==> config.mk <==
export PLATFORM = sky130hd
export DESIGN_NAME = pipe_delay
export DESIGN_NICKNAME = d
export VERILOG_FILES = /design/src/rtl/pipe_delay.sv
export SDC_FILE = /design/constraint.sdc
export NUM_CORES = 1
export LEC_CHECK = 0
export CORE_MARGIN = 3
export CORE_UTILIZATION = 47
export CTS_BUF_LIST = sky130_fd_sc_hd__clkbuf_16
export CTS_CLUSTER_SIZE = 24
export DETAILED_ROUTE_END_ITERATION = 10
export PLACE_DENSITY = 0.7
export SETUP_SLACK_MARGIN = 0.15
export SYNTH_ARGS = -nofsm -noshare
export SYNTH_HDL_FRONTEND = slang
export SYNTH_SLANG_ARGS = --single-unit
==> constraint.sdc <==
create_clock -name clk -period 2 [get_ports clk]
set_input_delay 0.2 -clock clk [delete_from_list [all_inputs] [get_ports clk]]
set_output_delay 0.2 -clock clk [all_outputs]
set_load 0.05 [all_outputs]
==> src/rtl/pipe_delay.sv <==
// Delay line: WIDTH-bit word plus valid bit through DEPTH enabled register stages,
// with a global stall enable, a synchronous flush and a count of valid words in flight.
module pipe_delay #(
  parameter int               WIDTH     = 8,
  parameter int               DEPTH     = 4,
  parameter logic [WIDTH-1:0] RST_VAL   = '0,
  parameter bit               GATE_DATA = 1'b0,
  localparam int              OCC_W     = $clog2(DEPTH + 1)
) (
  input  logic             clk,
  input  logic             reset,
  input  logic             en_i,
  input  logic             flush_i,
  input  logic             valid_i,
  input  logic [WIDTH-1:0] d_i,
  output logic             valid_o,
  output logic [WIDTH-1:0] q_o,
  output logic [OCC_W-1:0] occ_o
);

  if (DEPTH < 1 || WIDTH < 1) begin : g_param_check
    $error("pipe_delay: DEPTH and WIDTH must both be >= 1");
  end

  // valid_i qualifies d_i on an enabled edge; there is no ready: the line never
  // back-pressures, and a word leaving the last stage is gone after the edge
  // that moves it out, so the consumer samples valid_o/q_o on every enabled edge.
  logic [DEPTH-1:0] valid_q, valid_d;
  logic [WIDTH-1:0] data_q [DEPTH];
  logic [WIDTH-1:0] data_d [DEPTH];
  logic [OCC_W-1:0] occ_q, occ_d;

  always_comb begin
    valid_d = valid_q;
    data_d  = data_q;
    occ_d   = occ_q;
    if (flush_i) begin
      valid_d = '0;
      occ_d   = '0;
      for (int k = 0; k < DEPTH; k++) data_d[k] = RST_VAL;
    end else if (en_i) begin
      valid_d[0] = valid_i;
      if (!GATE_DATA || valid_i) data_d[0] = d_i;
      for (int k = 1; k < DEPTH; k++) begin
        valid_d[k] = valid_q[k-1];
        // Gated mode: a bubble moving in leaves the stage's old data in place
        if (!GATE_DATA || valid_q[k-1]) data_d[k] = data_q[k-1];
      end
      occ_d = occ_q + OCC_W'(valid_i) - OCC_W'(valid_q[DEPTH-1]);
    end
  end

  always_ff @(posedge clk or negedge reset) begin
    if (!reset) begin
      valid_q <= '0;
      occ_q   <= '0;
      for (int k = 0; k < DEPTH; k++) data_q[k] <= RST_VAL;
    end else begin
      valid_q <= valid_d;
      occ_q   <= occ_d;
      for (int k = 0; k < DEPTH; k++) data_q[k] <= data_d[k];
    end
  end

  assign valid_o = valid_q[DEPTH-1];
  assign q_o     = data_q[DEPTH-1];
  assign occ_o   = occ_q;

endmodule

Word-level counts from Yosys, hierarchy flattened
Cells that the tools add are included.
{"block": "totals", "regBits": 39, "inputBits": 13, "word_cells": 15}
{"block": "op_classes", "n_addsub": 2, "n_mux": 6, "reduce_logical": 1}
{"cell": "$mux W32", "n": 2}
{"cell": "$mux W4", "n": 2}
{"cell": "$mux W3", "n": 2}
{"cell": "$add A3 B1 Y3", "n": 1}
{"cell": "$sub A3 B1 Y3", "n": 1}
{"cell": "$reduce_bool A2 Y1", "n": 1}

Longest topological paths before layout
Gate-level depths: netlist of run 1.
{"block": "logic_depth", "ltp_word": 4, "ltp_mapped": 9, "ltp_nobuf": 9}

Worst setup path before layout of run 1
Ideal clock, no wire load.
{"block": "synth_timing", "path_kind": "register to register", "start": "register occ_q[0], in the netlist occ_o[0]", "end": "register occ_q[2], in the netlist occ_o[2]", "setup_ns": 0.120, "t_arrival_ns": 1.995, "required_time_ns": 1.880, "slack_ns": -0.115, "stages_incl_launch_ff": 10, "path_buffers": 0, "synth_period_minus_slack_ns": 2.115, "cell_sequence": "dfrtp_1 > inv_1 > ha_1 > inv_1 > ha_1 > inv_1 > fa_1 > xor2_1 > a21oi_2 > a31o_1"}
{"block": "synth_via", "elab_chain_cells": 4}
{"element": "from (decl)", "line_no": "31", "text": "logic [OCC_W-1:0] occ_q, occ_d;"}
{"element": "from (signal assigned)", "line_no": "56", "text": "occ_q <= '0;"}
{"element": "from (signal assigned)", "line_no": "60", "text": "occ_q <= occ_d;"}
{"element": "$add A3 B1 Y3", "line_no": "49", "text": "occ_d = occ_q + OCC_W'(valid_i) - OCC_W'(valid_q[DEPTH-1]);"}
{"element": "$sub A3 B1 Y3", "line_no": "49"}
{"element": "$mux W3", "line_no": "41", "text": "end else if (en_i) begin"}
{"element": "$mux W3", "line_no": "37", "text": "if (flush_i) begin"}
Every way passes these cells. The select of a mux whose other input is x is not followed.
A chain may end at the register's enable or synchronous reset.

Worst setup path after layout of run 1
{"block": "layout_timing", "start": "register valid_q[3]", "end": "register occ_q[2], in the netlist occ_o[2]"}
{"block": "layout_via", "elab_chain_cells": 3}
{"element": "from (decl)", "line_no": "28", "text": "logic [DEPTH-1:0] valid_q, valid_d;"}
{"element": "from (signal assigned)", "line_no": "59", "text": "valid_q <= valid_d;"}
{"element": "$sub A3 B1 Y3", "line_no": "49"}
{"element": "$mux W3", "line_no": "41"}
{"element": "$mux W3", "line_no": "37"}
Every way passes these cells. The select of a mux whose other input is x is not followed.

==> metrics.txt, run 1 <==
Post-Synth Adder-Cell Area 0.0258; post-synth cell types 15; pre-CTS setup slack between 0.15 and 0.2 ns; max_slew headroom 0.606; largest net degree at the start of global routing between 40 and 50; max-capacitance violation count 0; largest family of logic cells by synthesized area multiplexers; PD cells 815 nW/um2; htree depth 2; CTS tree done; P_leak 1.05 nW; I/O pin count 25; number of vias per cell 4.88; most common cell after layout, fill and taps aside nor2_1; setup TNS 0 ns; gpl congestion 0.740; Synthesis Warnings 0; post-DP HPWL 1720 um; Clock transition at path regs approximately 0.05 ns; mux contribution to synthesized area 0.218; die area 4480 um2; DRC Markers 0; CP startpoint kind register; minimum clock period 1.79 ns; Worst EP arrival between 1.5 and 2 ns; final hold violations 0; Clock Skew around 0.0046 ns; Vias slightly above 1,000; Yosys top cell area share 0.559; Final ANT Viol Nets 0; synthesized net count 160; gr ovfl total 0; first-pass GRT wire length 4600 um; final setup violation count 0; ANT cells 0; Post-Route WL 2690 um; syn_area_per_cell 12.1 um2; complex-gate fraction of the synthesized area 0.0100; Hold WC Path Type in -> async; post-synth top area cell dfrtp_1; sequential area share after synthesis 0.559; cell area after synthesis about 1700 um2; CP cell instances ha_4, inv_2, ha_4, inv_2, fa_2, xor2_2, a21oi_2, a31o_1; Crit Path Max Fanout 3; Global Route Usage Sum 0.140; DR pass1 iterations 3; most frequent cells in the layout nor2_1 (39), mux2i_1 (38), dfrtp_1 (37); CP max-delay cell dfrtp_2; Worst-Margin Slew 0.591 ns; CTS root buf clkbuf_16; Crit. End Element register; Hold WS between 0.4 and 0.5 ns; Total Power ~0.0017 W; core area 3470 um2; grt peak-use layer met2; GR Util met1 0.165; Synth-to-Final Area Change 20.2%; total CTS buffers 5; Core Rows 21; initial antenna violation count 0; Initial DRC Count 13; Synth area leaders dfrtp_1 (56%), mux2i_1 (22%), nor2_1 (8.4%); routing usage on met2 0.228; Die Y between 60 and 70 um; slowest stage delay, CP 0.43 ns; RSZ-0062 raised after global routing false; Yosys reg bits 39; port bufs 24; Max Slew Vio Count 0; Worst-Skew Late Latency ~0.27 ns; period utilization 0.895; outcome finished clean; WP data required 2.16 ns; Post-CTS Setup Inserts 0; fin nets about 180; clk sink count 39; f_max 559 MHz; M3 GR Usage 0.0506; Wirelength per Cell 12.9 um; Die X 66.9 um; clk buf depth 2; Synth Area in Simple Gates 0.0875; vias in the first global route 1,038; share of layout cells above drive strength 1 0.123; xor/xnor share of the synthesized area 0.00502; Initial Utilization 0.503; slack of the critical path between 0.2 and 0.25 ns; VDD IR max 0.564 mV; Gate Count Post-Synth between 100 and 150; kind of critical path reg -> reg
[layer usage]
metal | vias up | wire length [um]
met4 | 0 | 46
li1 | 498 | -
met3 | 5 | 129
met2 | 18 | 1310
met1 | 495 | 1200
met5 | - | 0
[worst max-delay path: cells and delay by family, from the launching register on]
family          cells  cell delay (ns)
fa+ha+maj           3             0.72
buf+inv             2             0.09
flops               1             0.43
compound gates      2             0.26
xor+xnor            1             0.18
[power by group]
part	switching [W]	leakage, nW	internal [W]
registers	0.0000155	0.532	0.000815
clock network	0.000265	0.0723	0.000444
logic	0.0000949	0.451	0.0000764
total	0.000375	1.05	0.00134
[cells in the mapped netlist]
master    count
dfrtp_1      39
buf_2         3
buf_6         1
clkbuf_1      1
mux2i_1      38
xor2_1        1
nand2b_1      1
fa_1          1
nor2_1       39
a21oi_2       1
ha_1          2
a31o_1        1
inv_1         4
buf_8         4
buf_4         8
[what timing repair did]
| action | CTS | global route |
|---|---|---|
| endpoints found under the hold margin | 26 | 0 |
| endpoints found under the setup margin | 0 | 2 |
| hold buffers | 1 | 0 |
| gates resized for setup | 0 | 6 |
[through the flow]
| stage | utilization | cell area (um2) | instances |
|---|---|---|---|
| floorplan | - | 1760 | 144 |
| global placement | 0.557 | 1930 | 200 |
| detailed placement | 0.557 | 1930 | 200 |
| CTS | 0.598 | 2070 | 208 |
| global route | 0.605 | 2100 | 208 |
| finish | 0.605 | 2100 | 208 |
[worst paths after layout]
| path | cells past startpoint | to | startpoint | slack (ns) |
|---|---|---|---|---|
| worst max-delay path | 8 | occ_o[2] | valid_q[3] | 0.21 |
| worst min-delay path | 2 | occ_o[2] | reset | 0.47 |
| worst max register to register | 8 | occ_o[2] | valid_q[3] | 0.21 |
| worst min register to register | 2 | data_q[30] | data_q[30] | 0.52 |
| max in group asynchronous | 3 | data_q[31] | reset | 0.93 |
| min in group clk | 3 | occ_o[2] | en_i | 0.49 |
[state kept, by name, indices dropped and copies added, names as in the netlist]
name,cells
data_q,24
occ_o,3
q_o,8
valid_q,4
[layout make-up]
cell class | count | area [um2]
Clock buffer | 5 | 125
Clock inverter | 2 | 7.51
Fill cell | 292 | 1370
Inverter | 4 | 15.0
Multi-Input combinational cell | 84 | 639
Sequential cell | 39 | 978
Tap cell | 46 | 57.6
Timing Repair Buffer | 28 | 275
[cells by family (layout without fill, tap and decap cells)]
logic type,count (synthesis),count (layout)
and+or+nand+nor,40,40
DFF,39,39
muxes,38,38
buffers and inverters,21,39
adders and majority gates,3,3
AOI/OAI and AO/OA,2,2
xor gates and xnor gates,1,1
Power figures use the tool's default switching activity.
==> run 2, diff against run 1 <==
- clock period: 2 -> 1.68 ns (I/O delays scaled with it)
==> run 2 against run 1 <==
- the run now ends with negative setup slack left
- final cell count up 1.4%
- non-clock buffer count up 2
- sequential cell count unchanged
- routed wire length up 3.1%
- clock skew down 0.0025 ns
- die area unchanged
- critical endpoint unchanged
- highest routed layer unchanged
==> metrics.txt, run 2 (synthesis gave the netlist of run 1 again) <==
final setup violation count 2 (+2); Vias 1,043 (+2.7%); RSZ-0062 raised after global routing true; most frequent cells in the layout nor2_1 (39), mux2i_1 (38), dfrtp_1 (37); Clk pwr share 0.419 (+0.004); failing checks negative setup slack; design area 2110 um2 (+0.48%); die area 4480 um2 (unchanged); Placed Cells 202 (+1.0%); gpl congestion 0.718 (-2.9%); max FFs per register 24 (unchanged); VDD IR max 0.732 mV (+30%); CP startpoint kind register; crit path to occ_o[2]; number of vias per cell 4.94 (+1.2%); first-pass GRT wire length 4840 um (+5.2%); multi-input logic area 639 um2 (unchanged); Register Area 978 um2 (unchanged); Worst EP arrival 1.91 ns (-0.05 ns); DR pass1 iterations 4 (+1); max_slew headroom 0.672 (+0.0664); CTS tree done; f_max 573 MHz (+2.6%); minimum clock period 1.75 ns (-0.0453 ns); Synth-to-Final Area Change 20.8%; DRC Markers 0 (unchanged); setup TNS -0.0971 ns (-0.0971 ns); placed inst area 1940 um2 (+0.65%); initial antenna violation count 0 (unchanged); Crit Path Max Fanout 2 (-1); clk buf depth 2 (unchanged); switching power total 0.000463 W (+23%); Worst-Margin Slew 0.494 ns (-0.0976 ns); Int Power 0.00160 W (+20%); Initial DRC Count 83 (+70); reg2reg start occ_o[0]; I/O pin count 25 (unchanged); Worst-Skew Late Latency 0.27 ns (about the same); most common cell after layout, fill and taps aside nor2_1; Post-Route WL 2770 um (+3.1%); register-to-register setup slack -0.07 ns (-0.27 ns); CTS root buf clkbuf_16; WP data required 1.84 ns (-0.32 ns); Die Y 66.9 um (unchanged); total CTS buffers 5 (unchanged); Post-CTS Setup Inserts 0 (unchanged); Wirelength per Cell 13.1 um (+1.6%); Reg2Reg Depth 9 (+1); Flop pwr share 0.479 (-0.006); core area 3470 um2 (unchanged); crit path launch occ_o[0]; Initial Utilization 0.503 (unchanged); Switching Fraction 0.225 (+0.00518); fin nets 180 (+1.1%); Max Slew Vio Count 0 (unchanged); port bufs 24 (unchanged); slack of the critical path -0.0651 ns (-0.275 ns); Global Route Usage Sum 0.152 (+0.0119); Core Rows 21 (unchanged); combinational share of power 0.102 (+0.002); htree depth 2 (unchanged); kind of critical path reg -> reg; Final Util 0.608 (+0.00289); clk sink count 39 (unchanged); Biggest register data_q; outcome finished with violations; period utilization 1.04 (+0.144); share of layout cells above drive strength 1 0.182 (+0.0584); final hold violations 0 (unchanged); Hold WC Path Type in -> reg; Clock Skew 0.00206 ns (-0.00255 ns); ANT cells 0 (unchanged); P_leak 1.11 nW (+5.5%); Layout fillers 294 (+0.68%); Die X 66.9 um (unchanged); Clock transition at path regs 0.05 ns (about the same); vias in the first global route 1,089 (+4.9%); Crit. End Element register; max-capacitance violation count 0 (unchanged); Cell Count, Final, Fillers Out 211 (+1.4%); Final ANT Viol Nets 0 (unchanged); R2R Path End occ_o[2]; PD cells 978 nW/um2 (+20%); gr ovfl total 0 (unchanged); largest net degree at the start of global routing 41 (unchanged)
-- run 2: changes by cell type in the layout (fill, tap and decap cells not counted) --
cell	before	now
buf_12	1	2
buf_4	2	9
clkdlybuf4s50_1	22	10
clkinv_2	0	1
dlygate4sd2_1	0	6
inv_1	3	2
inv_2	3	4
-- run 2: per-stage QoR --
stage	total power, W	hold slack (ns)	worst slack [ns]
floorplan	0.00114	-0.128	-0.229
global placement	0.00120	0.241	-0.0721
detailed placement	0.00121	0.254	-0.139
CTS	0.00210	0.456	-0.102
global route	0.00216	0.464	-0.129
finish	0.00206	0.453	-0.0651
-- run 2: layout make-up --
cell class | instances | share of cell area
Sequential cell | 39 | 0.464
Multi-Input combinational cell | 84 | 0.303
Clock inverter | 3 | 0.00593
Inverter | 4 | 0.00712
Clock buffer | 5 | 0.0593
Timing Repair Buffer | 30 | 0.133
Tap cell | 46 | 0.0273
-- run 2: worst min-delay path by stage --
| stage | from | to | slack, ns | cells after the start |
|---|---|---|---|---|
| 6_report | en_i | occ_o[2] | 0.45 | 3 |
| 5_1_grt | en_i | occ_o[2] | 0.46 | 3 |
| 4_1_cts | en_i | occ_o[2] | 0.46 | 3 |
| 3_5_place_dp | reset | data_q[8] | 0.25 | 2 |
| 3_3_place_gp | reset | q_o[0] | 0.24 | 2 |
| 2_1_floorplan | reset | data_q[10] | -0.13 | 0 |
-- run 2: timing repair --
item,CTS,global route
setup endpoints to repair,8,2
gates resized for setup,13,0
pin swaps,3,1
hold buffers,1,0
hold endpoints to repair,39,0
-- run 2: per-layer routing --
layer,track usage,wire [um]
met2,0.270,1480
met1,0.151,1150
met3,0.0506,119
met4,0.0911,19
met5,0,0
-- run 2: power by group through the flow --
| stage | Clock [W] | Sequential [W] | Combinational, W |
|---|---|---|---|
| global placement | 0 | 0.00100 | 0.000199 |
| finish | 0.000865 | 0.000987 | 0.000210 |
| floorplan | 0 | 0.00102 | 0.000121 |
| CTS | 0.000896 | 0.000987 | 0.000215 |
| detailed placement | 0 | 0.00100 | 0.000205 |
| global route | 0.000939 | 0.000990 | 0.000233 |
-- run 2: critical path, cell delays in order (launching register included) --
cell,delay [ns]
dfrtp_2,0.40
inv_2,0.07
ha_4,0.19
inv_2,0.06
ha_4,0.12
inv_2,0.03
fa_2,0.34
xor2_2,0.17
a21oi_2,0.07
a31o_1,0.19
